## src/rtl/johnson_sched_pkg.sv

```systemverilog
// Shared types and helpers for the Johnson phase scheduler: FSM state,
// one-hot phase decode and the Johnson-code legality check.
package johnson_sched_pkg;

  localparam int MAX_W = 32;

  typedef enum logic [1:0] {
    ST_IDLE,
    ST_RUN,
    ST_PAUSE
  } state_e;

  // Phase index = popcount while bit 0 is clear, else 2*width - popcount.
  function automatic logic [2*MAX_W-1:0] phase_decode(input logic [MAX_W-1:0] jc,
                                                      input int             width);
    int ones = 0;
    int idx;
    for (int i = 0; i < MAX_W; i++) begin
      if (i < width && jc[i]) ones++;
    end
    idx = jc[0] ? (2 * width - ones) : ones;
    return (2*MAX_W)'(1) << idx;
  endfunction

  // Legal Johnson codes have at most one adjacent-bit transition.
  function automatic logic jc_legal(input logic [MAX_W-1:0] jc,
                                    input int             width);
    int edges = 0;
    for (int i = 0; i < MAX_W - 1; i++) begin
      if (i < width - 1 && jc[i] != jc[i+1]) edges++;
    end
    return edges <= 1;
  endfunction

endpackage

```

## src/rtl/johnson_shift_core.sv

```systemverilog
// WIDTH-stage Johnson shift register; clr (to all-zero) wins over adv.
module johnson_shift_core #(
  parameter int WIDTH = 4
) (
  input  logic             clk,
  input  logic             rst,
  input  logic             adv,
  input  logic             clr,
  output logic [WIDTH-1:0] jc_out
);

  logic [WIDTH-1:0] jc_q, jc_d;

  // NOTE: every always_comb output gets a default first, so no path leaves it unassigned (no latch).
  always_comb begin
    jc_d = jc_q;
    if (clr)      jc_d = '0;
    else if (adv) jc_d = {~jc_q[0], jc_q[WIDTH-1:1]};
  end

  // NOTE: sequential state uses non-blocking assignments only.
  always_ff @(posedge clk) begin
    if (!rst) jc_q <= '0;
    else      jc_q <= jc_d;
  end

  assign jc_out = jc_q;

endmodule

```

## src/rtl/johnson_phase_scheduler.sv

```systemverilog
// Runs a Johnson counter through a programmed number of rotations with
// start/stop/step control. Optional: JOHNSON_SCHED_ILLEGAL_RECOVER_EN.
module johnson_phase_scheduler
  import johnson_sched_pkg::*;
#(
  parameter int WIDTH = 4,
  parameter int CNT_W = 8
) (
  input  logic               clk,
  input  logic               rst,
  input  logic               start,
  input  logic               stop,
  input  logic               step,
  input  logic [CNT_W-1:0]   num_cycles,
  output logic [WIDTH-1:0]   jc_out,
  output logic [2*WIDTH-1:0] phase,
  output logic [CNT_W-1:0]   remaining,
  output logic               busy,
  output logic               done,
  output logic               err
);

  localparam logic [WIDTH-1:0] LAST_CODE = WIDTH'(1);

  state_e           state_q, state_d;
  logic [CNT_W-1:0] rem_q, rem_d;
  logic             busy_q;
  logic             done_q, done_d;
  logic             err_d;
  logic             adv, clr;
  logic             wrap;

  johnson_shift_core #(.WIDTH(WIDTH)) u_core (
    .clk    (clk),
    .rst    (rst),
    .adv    (adv),
    .clr    (clr),
    .jc_out (jc_out)
  );

  assign wrap = (jc_out == LAST_CODE);

  always_comb begin
    state_d = state_q;
    rem_d   = rem_q;
    done_d  = 1'b0;
    err_d   = 1'b0;
    adv     = 1'b0;
    clr     = 1'b0;

    unique case (state_q)
      ST_IDLE: begin
        if (start) begin
          clr     = 1'b1;
          rem_d   = num_cycles;
          state_d = ST_RUN;
        end
      end
      ST_RUN: begin
        if (stop) state_d = ST_PAUSE;
        else      adv     = 1'b1;
      end
      ST_PAUSE: begin
        if (stop) begin
          clr     = 1'b1;
          rem_d   = '0;
          state_d = ST_IDLE;
        end else if (start) begin
          state_d = ST_RUN;
        end else if (step) begin
          adv = 1'b1;
        end
      end
      default: state_d = ST_IDLE;
    endcase

    // Rotation accounting is shared by free advances in RUN and steps in PAUSE.
    if (adv && wrap && rem_q != '0) begin
      if (rem_q == CNT_W'(1)) begin
        rem_d   = '0;
        done_d  = 1'b1;
        state_d = ST_IDLE;
      end else begin
        rem_d = rem_q - CNT_W'(1);
      end
    end

`ifdef JOHNSON_SCHED_ILLEGAL_RECOVER_EN
    if (!jc_legal(MAX_W'(jc_out), WIDTH)) begin
      adv     = 1'b0;
      clr     = 1'b1;
      rem_d   = '0;
      done_d  = 1'b0;
      err_d   = 1'b1;
      state_d = ST_IDLE;
    end
`endif
  end

  always_ff @(posedge clk) begin
    if (!rst) begin
      state_q <= ST_IDLE;
      rem_q   <= '0;
      busy_q  <= 1'b0;
      done_q  <= 1'b0;
    end else begin
      state_q <= state_d;
      rem_q   <= rem_d;
      busy_q  <= (state_d != ST_IDLE);
      done_q  <= done_d;
    end
  end

`ifdef JOHNSON_SCHED_ILLEGAL_RECOVER_EN
  logic err_q;
  always_ff @(posedge clk) begin
    if (!rst) err_q <= 1'b0;
    else      err_q <= err_d;
  end
  assign err = err_q;
`else
  logic unused_err;
  assign unused_err = err_d;
  assign err        = 1'b0;
`endif

  assign phase     = (2*WIDTH)'(phase_decode(MAX_W'(jc_out), WIDTH));
  assign remaining = rem_q;
  assign busy      = busy_q;
  assign done      = done_q;

endmodule
```

## config.mk

```make
export PLATFORM = sky130hd
export DESIGN_NAME = johnson_phase_scheduler
export DESIGN_NICKNAME = d
export VERILOG_FILES = /design/src/rtl/johnson_sched_pkg.sv /design/src/rtl/johnson_shift_core.sv /design/src/rtl/johnson_phase_scheduler.sv
export SDC_FILE = /design/constraint.sdc
export NUM_CORES = 1
export LEC_CHECK = 0
export CORE_MARGIN = 2
export CORE_UTILIZATION = 41
export CTS_CLUSTER_DIAMETER = 50
export DETAILED_ROUTE_END_ITERATION = 10
export GPL_TIMING_DRIVEN = 0
export HOLD_SLACK_MARGIN = 0.08
export PLACE_DENSITY = 0.77
export REMOVE_ABC_BUFFERS = 1
export SYNTH_ARGS = -nofsm -noshare
export SYNTH_HDL_FRONTEND = slang
export SYNTH_SLANG_ARGS = --single-unit
```

## constraint.sdc

```tcl
create_clock -name clk -period 4.44 [get_ports clk]
set_input_delay 0.666 -clock clk [delete_from_list [all_inputs] [get_ports clk]]
set_output_delay 0.666 -clock clk [all_outputs]
set_load 0.05 [all_outputs]
```

* Word-level counts from Yosys, hierarchy flattened
Cells that the tools add are included.
Operators by class: bitwise logic cells 2, mux-type cells 25, shifts and indexed selects 1, reduce and logical (&&, ||, !) cells 9, $add $sub $neg 5, equality and inequality tests 6
Operators by type and width (count):
- $mux 32 | 4
- $add 32x2->32 const B | 3
- $mux 8 | 4
- $shl 1x32->8 const A | 1
- $sub 5x32->32 const A | 1
- $pmux 8 s2 | 1
- $mux 2 | 5
- $eq 8x1->1 const B | 1
- $mux 1 | 8
- $reduce_bool 8->1 | 1
- $sub 8x1->8 const B | 1
- $ne 3x3->1 const B | 2
- $pmux 2 s3 | 1
- $eq 4x1->1 const B | 1
- $pmux 1 s2 | 2
- $reduce_and 3->1 | 1
- $reduce_bool 3->1 | 1
- $eq 2x1->1 const B | 1
- $eq 2x2->1 const B | 1
- $logic_and 1x1->1 | 2
- $logic_not 2->1 | 1
- $not 1->1 | 2
- $reduce_and 2->1 | 1
- $reduce_bool 2->1 | 1
- $reduce_or 2->1 | 1
Word-level totals: register bits 16, input bits 13

* Longest topological paths before layout
depth in word-level cells 10, gate-level depth with buffers 13

* Modules after synthesis
From an unflattened synthesis, not the netlist that was laid out.
Unflattened totals: cells, all modules 172, area total of the unflattened synthesis 1330.0 um^2
By module, submodules not included:
- johnson_phase_scheduler | area each 1179.9 um^2, sequential area each 240.2 um^2, cells an instance 158, instances 1
- johnson_shift_core | area each 150.1 um^2, sequential area each 80.1 um^2, cells an instance 14, instances 1

* Least setup slack after synthesis
OpenSTA, ideal clock, no wires.
kind register to output, start register u_core.jc_q[0], in the netlist u_core.jc_out[0], end output phase[0], buffers on the path 0, stages on the path, launching flop included 12, data arrival time 3.209 ns, required time 3.774 ns, path slack 0.565 ns, cells stage by stage dfxtp_1 -> inv_1 -> ha_1 -> xor2_1 -> ha_1 -> nand2_1 -> o31a_1 -> ha_1 -> nor2_1 -> mux2_2 -> nand2_1 -> nor2_1
Between the ends: cells in the longest elaborated chain, start to end 10
RTL lines:
- start: declaration | RTL line johnson_shift_core.sv:12 | logic [WIDTH-1:0] jc_q, jc_d;
- start signal: assignment | RTL line johnson_shift_core.sv:24 | else jc_q <= jc_d;
- $mux 1 | RTL line johnson_sched_pkg.sv:19 | if (i < width && jc[i]) ones++;
- $add 32x2->32 | RTL line johnson_sched_pkg.sv:19
- $mux 32 | RTL line johnson_sched_pkg.sv:19
- $add 32x2->32 | RTL line johnson_sched_pkg.sv:19
- $mux 32 | RTL line johnson_sched_pkg.sv:19
- $add 32x2->32 | RTL line johnson_sched_pkg.sv:19
- $mux 32 | RTL line johnson_sched_pkg.sv:19
- $sub 5x32->32 | RTL line johnson_sched_pkg.sv:21 | idx = jc[0] ? (2 * width - ones) : ones;
- $mux 32 * | RTL line johnson_sched_pkg.sv:21
- $shl 1x32->8 * | RTL line johnson_sched_pkg.sv:22 | return (2*MAX_W)'(1) << idx;
- end: declaration | RTL line johnson_phase_scheduler.sv:16 | output logic [2*WIDTH-1:0] phase,
Every way passes the cells marked *; elsewhere a longest branch is shown, timed or not.

* Worst setup path after layout
Same ends and word-level chain as after synthesis.

==> impl_results.md <==
- Highest-delay cell along the critical path: dfxtp_1
- Number of buffers added on ports: 34
- Max Cap Violations: 0
- Internal: 0.2952 mW
- Max Clk Rate: ~250 MHz
- Worst slew pin tran: 512.5 ps
- PostCTS Resize Cnt: 0
- Die height: 60.15 µm
- Maximum VDD drop: 0.0002097 V
- First-pass GRT wire length: 5271 µm
- CTS max path bufs: 2
- Crit path DAT: 3370 ps
- Sw power: 0.1974 mW
- Syn Inst Count: between 150 and 200
- Vias: roughly 1300
- Pwr dens: ~290 nW/µm²
- Mean post-synth cell area: around 7.9 µm²
- Sum Neg Setup Slack: 0 ps
- Largest stage delay, worst path: between 500 and 600 ps
- Req. time, crit path: 3770 ps
- Final Hold Fails: 0
- Clock Latency Late Sink: 290 ps
- Register area: 320.3 µm²
- Most frequent cells in the layout: nor2_1, clkdlybuf4s50_1, dfxtp_1
- GRT Util Overall: 0.1909
- Inserted Diodes: 0
- Number of global-route vias before repair: 1244
- Final nets: 223
- Maximum number of pins on one net before global-route repair: 16
- Most common cell after layout, fill and taps aside: nor2_1
- Syn Std Cell Area: 1292 µm²
- RSZ-0062 raised after global routing: false
- Clock transition at path regs: 90 ps
- Flop pwr share: 0.364
- Gate power share: 0.433
- Clock period minus worst slack: 4036 ps
- Crit-path cells: inv_1 -> ha_1 -> xor2_1 -> ha_1 -> nand2_1 -> o31a_1 -> ha_1 -> nor2_1 -> mux2_2 -> a22oi_1 -> nor2_1 -> dlymetal6s2s_1
- CTS Hold Buffers Added: 0
- Setup Skew: 9.806 ps
- Main synth FF type: dfxtp_1
- Critical path peak fanout: 9
- Synthesized flop and latch total: 16
- Core box area: 3028 µm²
- Post-route ant nets: 0
- Seq/Total Area, Yosys: 0.2478
- CTS tree: done
- Hold Path Class: register to register
- Die width: 60.15 µm
- GP Congestion: 0.8382
- R2R Setup Slk: about 2100 ps
- Final total power: 0.4926 mW
- Site row count: 20
- Run status: finished, final reports clean
- Total grt overflow: 0
- Post-DP HPWL: 2404 µm
- Setup violations, final: 0
- Clock Power Share: 0.203
- Multi-input gate area: 904.6 µm²
- Die area: 3617 µm²
- Relative slew slack: 0.6577
- Max-slew violations: 0
- Net Sw Frac: 0.4007
- Synth cell types: 47
- Area delta synth->final: 33.49%
- Initial Utilization: 0.4269
- Post-CTS Setup Inserts: 0
- Post-place instance area: 1669 µm²
- Critical path's top delay family: adder cells
- Layout cell share with drive strength beyond 1: 0.07614
- Post-synth EDFFs: 0
- Filler cell count: 273
- Clock sinks: 16
- CP Capture Type: primary output
- # DRC: 0
- Root Driver: clkbuf_4
- Min Hold Slack: 571.3 ps
- Starting DRT DRC Count: between 60 and 70
- CP Buf/Inv Count: 2
- WL/cell: between 10 and 15 µm
- Via density per instance: between 5 and 6
- Startpoint types: register
- Fraction of synthesis flops using an asynchronous set or reset pin: 0
- Inserted Clock Buffers: 3
- H-tree levels: 1
- Most common cell on crit path: ha_1
- WL final: between 3000 and 4000 µm
- Finished layout cell area: around 1700 µm²
- IO Pins: 36
- Period utilization: 0.9089
- Initial antenna violation count: 0
- Yosys Warn Count: 0
- Critical path class: register to primary output
- Router iterations before antenna repair: 4
- Leakage power: 0.8115 nW
-- final timing paths --
check / endpoint / cells after the start / from
max: phase[0] / 12 / u_core.jc_out[0]
min: u_core.jc_out[1] / 2 / u_core.jc_out[1]
max reg2reg: remaining[2] / 7 / state_q[0]
min reg2reg: u_core.jc_out[1] / 2 / u_core.jc_out[1]
-- worst min-delay path, delay by kind of cell, from the launching register on --
family | cells | cell delay, ps
muxes | 1 | 140
and+or+nand+nor | 1 | 50
DFF | 1 | 350
-- metal layers --
layer | global-route usage | wire, µm | up-vias
met2 | 0.3323 | 1613 | 32
met3 | 0.01515 | 122 | 6
met5 | 0 | 0 | -
met1 | 0.2266 | 1353 | 609
li1 | - | - | 648
met4 | 0.1111 | 76 | 0
-- sequential cells by signal (all words and copies together) (netlist names) --
| register | flops |
|---|---|
| state_q | 2 |
| done | 1 |
| remaining | 8 |
| u_core.jc_out | 4 |
| busy | 1 |
-- area by class of cell --
type,count,area share
clock buffers,4,0.02103
flip-flops and latches,16,0.1856
inverters,13,0.02828
well taps,44,0.03191
multi-input cells,130,0.5243
repair buffers,34,0.2088
-- power groups by stage --
stage / combinational [mW] / sequential [mW] / clock [mW]
2_1_floorplan: 0.114 / 0.220 / 0
3_3_place_gp: 0.206 / 0.181 / 0
3_5_place_dp: 0.212 / 0.182 / 0
4_1_cts: 0.213 / 0.179 / 0.104
5_1_grt: 0.230 / 0.182 / 0.107
6_report: 0.213 / 0.179 / 0.100
-- stage by stage --
stage | setup slack [ps] | std cells | utilization
after detailed placement | 409.0 | 237 | 0.5512
after CTS | 58.30 | 241 | 0.5632
after global placement | 534.2 | 237 | 0.5512
after global routing | 187.8 | 241 | 0.5698
after floorplan | 542.7 | 159 | -
final | 404.4 | 241 | 0.5698
-- synthesized netlist by cell type (2+ instances only) --
cell / instances / area [µm²]
nor2b_1: 3 / 18.77
a21oi_1: 11 / 55.05
o21ai_0: 7 / 35.03
nor2_1: 30 / 112.6
mux2i_1: 2 / 20.02
o31a_1: 2 / 17.52
or4_4: 2 / 22.52
inv_1: 13 / 48.80
a22oi_1: 2 / 15.01
xor2_1: 2 / 17.52
clkbuf_1: 4 / 15.01
nor3_1: 2 / 10.01
a211o_1: 2 / 17.52
ha_1: 12 / 150.1
nand2b_1: 2 / 12.51
and3_1: 3 / 18.77
xnor2_1: 4 / 35.03
dfxtp_1: 16 / 320.3
o311a_1: 2 / 20.02
nand3_1: 3 / 15.01
a211oi_1: 2 / 15.01
mux2_2: 3 / 33.78
nand2_1: 9 / 33.78
nor3b_1: 2 / 15.01
-- cells by family (layout without fill, tap and decap cells) --
| kind of cell | Yosys count | count (layout) | synth area share |
|---|---|---|---|
| AO/OA/AOI/OAI | 42 | 42 | 0.2391 |
| XOR/XNOR | 6 | 6 | 0.04066 |
| adder cells (fa/ha/maj) | 12 | 12 | 0.1162 |
| buffers and inverters | 18 | 51 | 0.05518 |
| flip-flops | 16 | 16 | 0.2478 |
| multiplexers | 5 | 5 | 0.04163 |
| other | 1 | 2 | 0.002901 |
| AND/OR/NAND/NOR | 63 | 63 | 0.2565 |
Power figures use the tool's default switching activity.
